$ cat config.mk
export PLATFORM = sky130hd
export DESIGN_NAME = uivbuf_wctrl
export DESIGN_NICKNAME = d
export VERILOG_FILES = /design/src/rtl/uivbuf_pkg.sv /design/src/rtl/uivbuf_wctrl.sv
export SDC_FILE = /design/constraint.sdc
export NUM_CORES = 1
export LEC_CHECK = 0
export ABC_CLOCK_PERIOD_IN_PS = 3700
export BUFFER_PORTS_ARGS = -buffer_cell sky130_fd_sc_hd__buf_2
export CAP_MARGIN = 5
export CORE_ASPECT_RATIO = 1.75
export CORE_MARGIN = 2
export CORE_UTILIZATION = 45
export CTS_BUF_LIST = sky130_fd_sc_hd__clkbuf_4
export DETAILED_ROUTE_END_ITERATION = 7
export PLACE_DENSITY = 0.7
export SYNTH_ARGS = -nofsm -noshare
export SYNTH_HDL_FRONTEND = slang
export SYNTH_SLANG_ARGS = --single-unit
$ cat constraint.sdc
create_clock -name S_AXI_ACLK -period 3.7 [get_ports S_AXI_ACLK]
set_clock_uncertainty 0.15 [all_clocks]
set_input_delay 0.37 -clock S_AXI_ACLK [delete_from_list [all_inputs] [get_ports S_AXI_ACLK]]
set_output_delay 0.37 -clock S_AXI_ACLK [all_outputs]
set_load 0.1 [all_outputs]
$ cat src/rtl/uivbuf_pkg.sv
// ============================================================================
// Module   : uivbuf_pkg
// Purpose  : Shared types and widths for the video buffer read/write schedulers.
// Revision : 1.0
// ============================================================================
`default_nettype none

package uivbuf_pkg;

   localparam int BUF_IDX_W   = 4;
   localparam int FDMA_SIZE_W = 16;

   typedef enum logic [2:0] {
      ST_IDLE      = 3'd0,
      ST_WAIT_DATA = 3'd1,
      ST_REQ       = 3'd2,
      ST_BUSY      = 3'd3,
      ST_DONE      = 3'd4
   } wr_state_e;

endpackage

`default_nettype wire

$ cat src/rtl/uivbuf_wctrl.sv
// ============================================================================
// Module   : uivbuf_wctrl
// Purpose  : Write-side frame scheduler issuing fixed-length FDMA bursts into
//            rotating DDR frame buffers. Optional UIVBUF_SW_SEL_EN selects the
//            buffer from software instead of round-robin.
// Revision : 1.0
// ============================================================================
`default_nettype none

module uivbuf_wctrl
   import uivbuf_pkg::*;
#(
   parameter int          ADDR_W           = 32,
   parameter int          DATA_BYTES       = 8,
   parameter int          BURST_LEN        = 256,
   parameter int          BURSTS_PER_FRAME = 2025,
   parameter int          BUF_NUM          = 3,
   parameter logic [31:0] BUF_BASE         = 32'h1000_0000,
   parameter logic [31:0] BUF_SIZE         = 32'h0080_0000,
   parameter int          CNT_W            = 12
) (
   input  logic                   S_AXI_ACLK,
   input  logic                   S_AXI_ARESETN,
   input  logic                   frame_start,
   input  logic [CNT_W-1:0]       fifo_rcnt,
   output logic [ADDR_W-1:0]      fdma_waddr,
   output logic                   fdma_wareq,
   output logic [FDMA_SIZE_W-1:0] fdma_wsize,
   input  logic                   fdma_wbusy,
   input  logic [BUF_IDX_W-1:0]   axi_fdma_wbuf,
   output logic                   fdma_wirq,
   output logic [BUF_IDX_W-1:0]   fdma_wbuf,
   output logic                   wr_active
);

   localparam int                   BCNT_W      = $clog2(BURSTS_PER_FRAME + 1);
   localparam logic [ADDR_W-1:0]    BURST_BYTES = ADDR_W'(BURST_LEN * DATA_BYTES);
   localparam logic [BCNT_W-1:0]    LAST_CNT    = BCNT_W'(BURSTS_PER_FRAME);
   localparam logic [CNT_W:0]       LEVEL_MIN   = (CNT_W + 1)'(BURST_LEN);
   localparam logic [BUF_IDX_W-1:0] BUF_LAST    = BUF_IDX_W'(BUF_NUM - 1);

   wr_state_e            state_q;
   logic [BUF_IDX_W-1:0] cur_buf_q, wbuf_q, start_buf_d, next_buf_d;
   logic [ADDR_W-1:0]    frame_base_q, burst_addr_q, waddr_q, start_base_d;
   logic [BCNT_W-1:0]    burst_cnt_q, burst_cnt_d;
   logic                 wbusy_q, wareq_q, wirq_q, active_q, pend_q;
   logic                 busy_fall_d, level_ok_d;

`ifdef UIVBUF_SW_SEL_EN
   assign start_buf_d = ({1'b0, axi_fdma_wbuf} >= (BUF_IDX_W + 1)'(BUF_NUM)) ? '0 : axi_fdma_wbuf;
   assign next_buf_d  = cur_buf_q;
`else
   logic unused_sw_sel;
   assign unused_sw_sel = ^axi_fdma_wbuf;
   assign start_buf_d   = cur_buf_q;
   assign next_buf_d    = (cur_buf_q == BUF_LAST) ? '0 : cur_buf_q + BUF_IDX_W'(1);
`endif

   // The only multiply is per frame; per-burst addresses are accumulated.
   assign start_base_d = ADDR_W'(BUF_BASE) + ADDR_W'(start_buf_d) * ADDR_W'(BUF_SIZE);
   assign burst_cnt_d  = burst_cnt_q + BCNT_W'(1);
   assign busy_fall_d  = wbusy_q & ~fdma_wbusy;
   assign level_ok_d   = {1'b0, fifo_rcnt} >= LEVEL_MIN;

   always_ff @(posedge S_AXI_ACLK or negedge S_AXI_ARESETN) begin
      if (!S_AXI_ARESETN) begin
         state_q      <= ST_IDLE;
         cur_buf_q    <= '0;
         wbuf_q       <= '0;
         frame_base_q <= '0;
         burst_addr_q <= '0;
         waddr_q      <= '0;
         burst_cnt_q  <= '0;
         wbusy_q      <= 1'b0;
         wareq_q      <= 1'b0;
         wirq_q       <= 1'b0;
         active_q     <= 1'b0;
         pend_q       <= 1'b0;
      end else begin
         wbusy_q <= fdma_wbusy;
         case (state_q)
            ST_IDLE: begin
               if (frame_start || pend_q) begin
                  cur_buf_q    <= start_buf_d;
                  frame_base_q <= start_base_d;
                  burst_addr_q <= start_base_d;
                  burst_cnt_q  <= '0;
                  pend_q       <= 1'b0;
                  active_q     <= 1'b1;
                  state_q      <= ST_WAIT_DATA;
               end
            end
            ST_WAIT_DATA: begin
               if (frame_start) begin
                  burst_cnt_q  <= '0;
                  burst_addr_q <= frame_base_q;
               end else if (level_ok_d) begin
                  wareq_q <= 1'b1;
                  waddr_q <= burst_addr_q;
                  state_q <= ST_REQ;
               end
            end
            ST_REQ: begin
               // Once the engine has accepted, a new start must wait for the burst.
               if (fdma_wbusy) begin
                  wareq_q <= 1'b0;
                  pend_q  <= frame_start;
                  state_q <= ST_BUSY;
               end else if (frame_start) begin
                  wareq_q      <= 1'b0;
                  burst_cnt_q  <= '0;
                  burst_addr_q <= frame_base_q;
                  state_q      <= ST_WAIT_DATA;
               end
            end
            ST_BUSY: begin
               if (frame_start) pend_q <= 1'b1;
               if (busy_fall_d) begin
                  if (burst_cnt_d == LAST_CNT) begin
                     burst_cnt_q <= burst_cnt_d;
                     wirq_q      <= 1'b1;
                     wbuf_q      <= cur_buf_q;
                     active_q    <= 1'b0;
                     state_q     <= ST_DONE;
                  end else if (pend_q || frame_start) begin
                     burst_cnt_q  <= '0;
                     burst_addr_q <= frame_base_q;
                     pend_q       <= 1'b0;
                     state_q      <= ST_WAIT_DATA;
                  end else begin
                     burst_cnt_q  <= burst_cnt_d;
                     burst_addr_q <= burst_addr_q + BURST_BYTES;
                     state_q      <= ST_WAIT_DATA;
                  end
               end
            end
            ST_DONE: begin
               wirq_q    <= 1'b0;
               cur_buf_q <= next_buf_d;
               pend_q    <= pend_q | frame_start;
               state_q   <= ST_IDLE;
            end
            default: state_q <= ST_IDLE;
         endcase
      end
   end

   assign fdma_waddr = waddr_q;
   assign fdma_wareq = wareq_q;
   assign fdma_wsize = FDMA_SIZE_W'(BURST_LEN);
   assign fdma_wirq  = wirq_q;
   assign fdma_wbuf  = wbuf_q;
   assign wr_active  = active_q;

endmodule

`default_nettype wire

==> metrics.md, run 1 <==
| Metric | Value |
|---|---|
| Most frequent cell after synthesis | `dfrtp_1` |
| Commonest cells post-synth | `dfrtp_1 (74), o21ai_0 (51), nor2_1 (39)` |
| Fmax | `0.357 GHz` |
| Worst vdd ir | `0.480 mV` |
| Post-DP HPWL | `6650 µm` |
| Die Ht | `132 µm` |
| Slack of the critical path | `0.898 ns` |
| H-Tree Level Count | `3` |
| Post-Synthesis Cells | `433` |
| DR pass1 iterations | `4` |
| Row count | `46` |
| Num CTS Buffers | `9` |
| Cell area after synthesis | `4200 µm²` |
| Status | `finished clean` |
| Warnings from Yosys | `0` |
| Resized cells post-CTS | `0` |
| # DRC | `0` |
| Cell total after placement | `571` |
| GRT Overall Usage | `18.8%` |
| Synth area leaders | `dfrtp_1 (44%), mux2_2 (7.2%), o21ai_0 (6.1%)` |
| Die ar. | `10100 µm²` |
| Pre-CTS setup slack | `0.936 ns` |
| Reg clk slew, reported paths | `0.11 ns` |
| Final hold slack | `0.188 ns` |
| Max-slew violations | `0` |
| Synth Area per Inst | `9.69 µm²` |
| Period utilization | `75.7%` |
| Via count | `3306` |
| Initial antenna violation count | `1` |
| Layout area overhead | `7.37%` |
| Hold WC Path Type | `input pin to flop` |
| Core area | `9090 µm²` |
| Largest area contributor in the netlist | `dfrtp_1` |
| First-pass GRT wire length | `15300 µm` |
| Crit path launch type | `flop` |
| TritonCTS clock tree | `done` |
| Slew margin rel. | `38.2%` |
| Count of cell types in the netlist | `66` |
| Share of cells above drive strength 1 | `24.1%` |
| RSZ-0062 raised after global routing | `no` |
| Grt ovf | `0` |
| Setup violators final | `0` |
| Setup TNS | `0 ns` |
| DRT iter0 DRCs | `150` |
| Nets | `487` |
| CP Max Fanout | `19` |
| I/O Pins | `75` |
| Synth top area share | `44.1%` |
| Final non-filler cell total | `590` |
| Post-route minimum period | `2.80 ns` |
| Routed wire length | `9200 µm` |
| Post-synth EDFFs | `0` |
| CTS root buf | `clkbuf_4` |
| Fin util | `49.5%` |
| Initial Util | `46.1%` |
| Leak | `0.00208 µW` |
| Max Cap Viol | `0` |
| Routed len/inst | `15.6 µm` |
| Kind of critical path | `flop to flop` |
| Final Hold Viols | `0` |
| Bufs on Longest Clock Path | `2` |
| Crit. End Element | `flop` |
| Pwr dens | `557 nW/µm²` |
| Clk_lat worst skew | `0.44 ns` |
| Largest net degree at the start of global routing | `75` |
| Sinks on Clock Net | `74` |
| WP data required | `3.88 ns` |
| GP Congestion | `0.856` |
| Post-CTS Repair Setup Buffers | `0` |
| # hold bufs at CTS | `2` |
| Vias/cell | `5.60` |
| Asr flop ratio synth | `100%` |
| Tightest Pin Transition | `0.927 ns` |
| Crit path arrival time | `2.99 ns` |
| Die Span X | `77.0 µm` |
| Seq cells post-synth | `74` |
| IO buf count | `35` |
| Sequential cell area fraction in the yosys report | `44.1%` |
| Routed Antenna Nets | `0` |
| Vias in the first global route | `3235` |
| Synth Flop Type | `dfrtp_1` |
[cells in the final DEF, fill, tap and decap left out, types with 4 or more instances in the layout]
cell type  count
nand3_1       18
o22ai_1        4
and2_1         5
o31ai_2        5
nand4_1        6
o21ai_0       51
dfrtp_1       74
conb_1        27
or2_2          4
clkbuf_4      12
nor2_1        39
nand2_1       30
o31ai_1        4
nand2b_1       7
a21oi_1        8
mux2_2        27
buf_4          7
nor3_1        11
o21ai_2        6
a31oi_1        7
inv_1          9
buf_2         34
and3_1         5
[area by class of cell]
type | count | area (µm²)
clock inverter | 4 | 42.5
sequential | 74 | 1850
antenna | 1 | 2.50
fill | 883 | 4590
clock buffer | 12 | 90.1
timing repair buffer | 43 | 243
inverter | 9 | 33.8
tap | 120 | 150
multi-input combinational | 327 | 2090
[final timing paths]
| check | from | endpoint | slack (ns) | cells after the start |
|---|---|---|---|---|
| max in group asynchronous | S_AXI_ARESETN | fdma_wbuf[2] | 2.35 | 2 |
| min reg2reg | fdma_wbuf[2] | fdma_wbuf[2] | 0.34 | 1 |
| min in group asynchronous | S_AXI_ARESETN | fdma_waddr[29] | 0.44 | 2 |
| max reg2reg | burst_cnt_q[0] | burst_addr_q[25] | 0.90 | 8 |
| min | frame_start | fdma_wareq | 0.19 | 4 |
| max | burst_cnt_q[0] | burst_addr_q[25] | 0.90 | 8 |
[sequential cells by signal, indices dropped and copies added (netlist names), 3 cells and up]
name / cells
frame_base_q: 5
fdma_waddr: 21
burst_cnt_q: 11
fdma_wbuf: 4
state_q: 3
burst_addr_q: 21
cur_buf_q: 4
[logic make-up after synthesis]
family,Yosys count,synth area share [%]
xor+xnor,5,1.04
compound gates,112,18.2
other cells,2,0.179
buf+inv,57,8.38
mux,30,8.05
fa+ha+maj,3,0.895
simple gates,150,19.1
flops,74,44.1
[critical path, stage by stage (launching register included)]
cell and delay (ns):
dfrtp_1 0.40, ha_1 0.29, and2_2 0.24, nor4b_2 0.21, a21o_1 0.15, nand3_1 0.15
o31ai_4 0.44, buf_4 0.32, mux2_2 0.35
[report_power, final]
group / internal [µW] / switching [µW] / leakage [µW] / total [µW]
clock network: 224 / 277 / 0.0000764 / 501
registers: 884 / 89.2 / 0.00100 / 973
logic: 262 / 770 / 0.00100 / 1030
[per-stage QoR]
| step | instance area (µm²) | power [µW] |
|---|---|---|
| after floorplan | 4290 | 1820 |
| after global placement | 4350 | 2000 |
| after detailed placement | 4350 | 2020 |
| after CTS | 4500 | 2520 |
| after global routing | 4500 | 2650 |
| final | 4500 | 2510 |
[routing by layer]
metal	vias up	GRT usage, %	wire length, µm
met5	-	0	0
met4	0	9.52	302
met3	25	3.90	269
met2	81	35.6	5200
met1	1628	19.1	3430
li1	1572	-	-
Note: power is estimated with default switching activity, not from simulation.
==> run 2, diff against run 1 <==
- ABC_AREA: unset -> 1
- ABC_CLOCK_PERIOD_IN_PS: 3700 -> 2400
- PLACE_DENSITY: 0.7 -> 0.72
- clock period: 3.7 -> 2.4 ns (I/O delays scaled with it)
==> metrics.md, run 2 <==
| Metric | Value |
|---|---|
| Status | `finished clean` |
| Vias in the first global route | `3490` |
| Dpl cell area | `4540 µm²` |
| Synth Area per Inst | `7.62 µm²` |
| Most frequent cells in the layout | `nand2_1 (169), dfrtp_1 (74), inv_1 (54), o21ai_0 (50), nor2_1 (39)` |
| Count of cell types in the netlist | `33` |
| GRT Overall Usage | `19.4%` |
| Final Hold Viols | `0` |
| Most used cell, CP | `nand2_1` |
| Die Span X | `77.9 µm` |
| Crit. End Element | `flop` |
| Share of cells above drive strength 1 | `17.8%` |
| Asr flop ratio synth | `100%` |
| CP Cell Sequence | `ha_2, nand2_1, nor2_2, nand2_1, nand2_1, nand2_1, inv_2, nand2_2, nor2_4, nand3_4, nand2_8, buf_4, nand2_1, o21ai_0` |
| RSZ-0062 raised after global routing | `yes` |
| Vias/cell | `5.09` |
| Leak | `0.00226 µW` |
| Commonest cells post-synth | `nand2_1 (170), dfrtp_1 (74), inv_1 (54)` |
| Reg clk slew, reported paths | `0.11 ns` |
| Routed wire length | `9550 µm` |
| Most common cell after layout, fill and taps aside | `nand2_1` |
| CP Max Fanout | `16` |
| Row count | `47` |
| R2R depth | `14` |
| Layout area overhead | `9.08%` |
| Warnings from Yosys | `0` |
| Kind of critical path | `flop to flop` |
| Largest area contributor in the netlist | `dfrtp_1` |
| Bufs on Longest Clock Path | `2` |
| Die Ht | `133 µm` |
| Largest net degree at the start of global routing | `45` |
| WP data required | `2.62 ns` |
| Max-slew violations | `0` |
| Seq cells post-synth | `74` |
| CTS root buf | `clkbuf_4` |
| Critical R2R Launch | `burst_cnt_q[1]` |
| Initial antenna violation count | `1` |
| Via count | `3743` |
| Hold WC Path Type | `input pin to async pin` |
| Grt ovf | `0` |
| GP Congestion | `0.912` |
| TritonCTS clock tree | `done` |
| Fin util | `50.1%` |
| Period utilization | `92.3%` |
| CP max-delay cell | `dfrtp_1` |
| Num CTS Buffers | `9` |
| First-pass GRT wire length | `15900 µm` |
| FF-to-FF End | `burst_addr_q[13]` |
| Crit path launch type | `flop` |
| Fmax | `0.451 GHz` |
| Sinks on Clock Net | `74` |
| FF-to-FF setup slack | `0.18 ns` |
| Synth area leaders | `dfrtp_1 (43%), nand2_1 (15%), o21ai_0 (5.8%)` |
| Post-DP HPWL | `7150 µm` |
| DRT iter0 DRCs | `259` |
| Clk_lat worst skew | `0.44 ns` |
| Setup TNS | `0 ns` |
| Most frequent cell after synthesis | `nand2_1` |
| Final Instance Area | `4690 µm²` |
| Cell area after synthesis | `4300 µm²` |
| Synth top area share | `43.1%` |
| Post-synth EDFFs | `0` |
| Critical Path Max Stage Delay | `0.44 ns` |
| DR pass1 iterations | `5` |
| Sequential cell area fraction in the yosys report | `43.1%` |
| Setup violators final | `0` |
| Routed Antenna Nets | `0` |
| H-Tree Level Count | `3` |
| Core area | `9350 µm²` |
| Pwr dens | `899 nW/µm²` |
| Synth Flop Type | `dfrtp_1` |
| Final hold slack | `0.134 ns` |
| # DRC | `0` |
| Worst Setup SP | `burst_cnt_q[1]` |
| Worst vdd ir | `0.619 mV` |
| Post-route minimum period | `2.22 ns` |
| Crit path arrival time | `2.43 ns` |
| Die ar. | `10400 µm²` |
| Nets | `634` |
| I/O Pins | `75` |
| Max Cap Viol | `0` |
| IO buf count | `35` |
| Routed len/inst | `13.0 µm` |
| Post-Synthesis Cells | `564` |
| Initial Util | `46.0%` |
| Critical Path Sink | `burst_addr_q[13]` |
## run 2: cell count changes after synthesis, moves of 10 or more
cell | before | now
inv_1 | 9 | 54
mux2_2 | 27 | 0
nand2_1 | 30 | 170
nand2_2 | 0 | 16
nand3_1 | 18 | 28
## run 2: what timing repair did
| action | CTS | global route |
|---|---|---|
| buffers inserted | 0 | 1 |
| hold endpoints to repair | 76 | 0 |
| setup endpoints to repair | 0 | 23 |
| gates resized for setup | 0 | 3 |
| hold buffers | 3 | 0 |
## run 2: metal layers
metal | wire (µm) | GRT usage (%) | part of all wire, % | up-vias
met2 | 4880 | 33.6 | 51 | 115
met5 | 0 | 0 | 0 | -
met3 | 438 | 4.13 | 4.6 | 25
li1 | - | - | - | 1853
met1 | 3800 | 21.3 | 40 | 1750
met4 | 431 | 11.7 | 4.5 | 0
## run 2: worst min path at each step
stage | start | to | depth (start not counted)
final | S_AXI_ARESETN | fdma_waddr[24] | 2
after global routing | S_AXI_ARESETN | fdma_waddr[24] | 2
after CTS | S_AXI_ARESETN | fdma_waddr[24] | 2
after detailed placement | S_AXI_ARESETN | fdma_waddr[24] | 1
after global placement | S_AXI_ARESETN | fdma_waddr[26] | 1
after floorplan | S_AXI_ARESETN | burst_addr_q[11] | 0
## run 2: kinds of logic (layout without fill, tap and decap cells)
logic type / count (synthesis) / after routing / share of synthesized area (%)
AND/OR/NAND/NOR: 296 / 296 / 31.1
buffers and inverters: 101 / 125 / 12.4
AO/OA/AOI/OAI: 81 / 81 / 10.9
flip-flops: 74 / 74 / 43.1
XOR/XNOR: 7 / 7 / 1.43
adder cells (fa/ha/maj): 3 / 3 / 0.873
other: 2 / 28 / 0.175
## run 2: through the flow
stage,power (µW),instances,worst slack (ns)
global route,4470,736,-0.00234
floorplan,3250,589,0.457
global placement,3540,718,0.186
detailed placement,3570,718,0.112
CTS,4220,734,0.0851
finish,4210,736,0.184
## run 2: power by group
group / leakage, µW / internal [µW] / switching (µW)
Sequential: 0.00100 / 1390 / 134
Combinational: 0.00120 / 483 / 1560
Clock: 0.0000591 / 231 / 414
## run 2: layout make-up
class                   count  area, µm²
diodes                      1       2.50
clock buffers              12       90.1
clock inverters             1       5.00
fillers                   912       4660
inverters                  63        236
multi-input cells         414       2020
flip-flops and latches     74       1850
well taps                 122        153
repair buffers             49        328
## run 2: critical path, delay by kind of cell (launching register included)
family | cells | cell delay [ns]
AND/OR/NAND/NOR | 10 | 0.99
flip-flops | 1 | 0.44
AO/OA/AOI/OAI | 1 | 0.07
adder cells (fa/ha/maj) | 1 | 0.25
buffers and inverters | 2 | 0.24
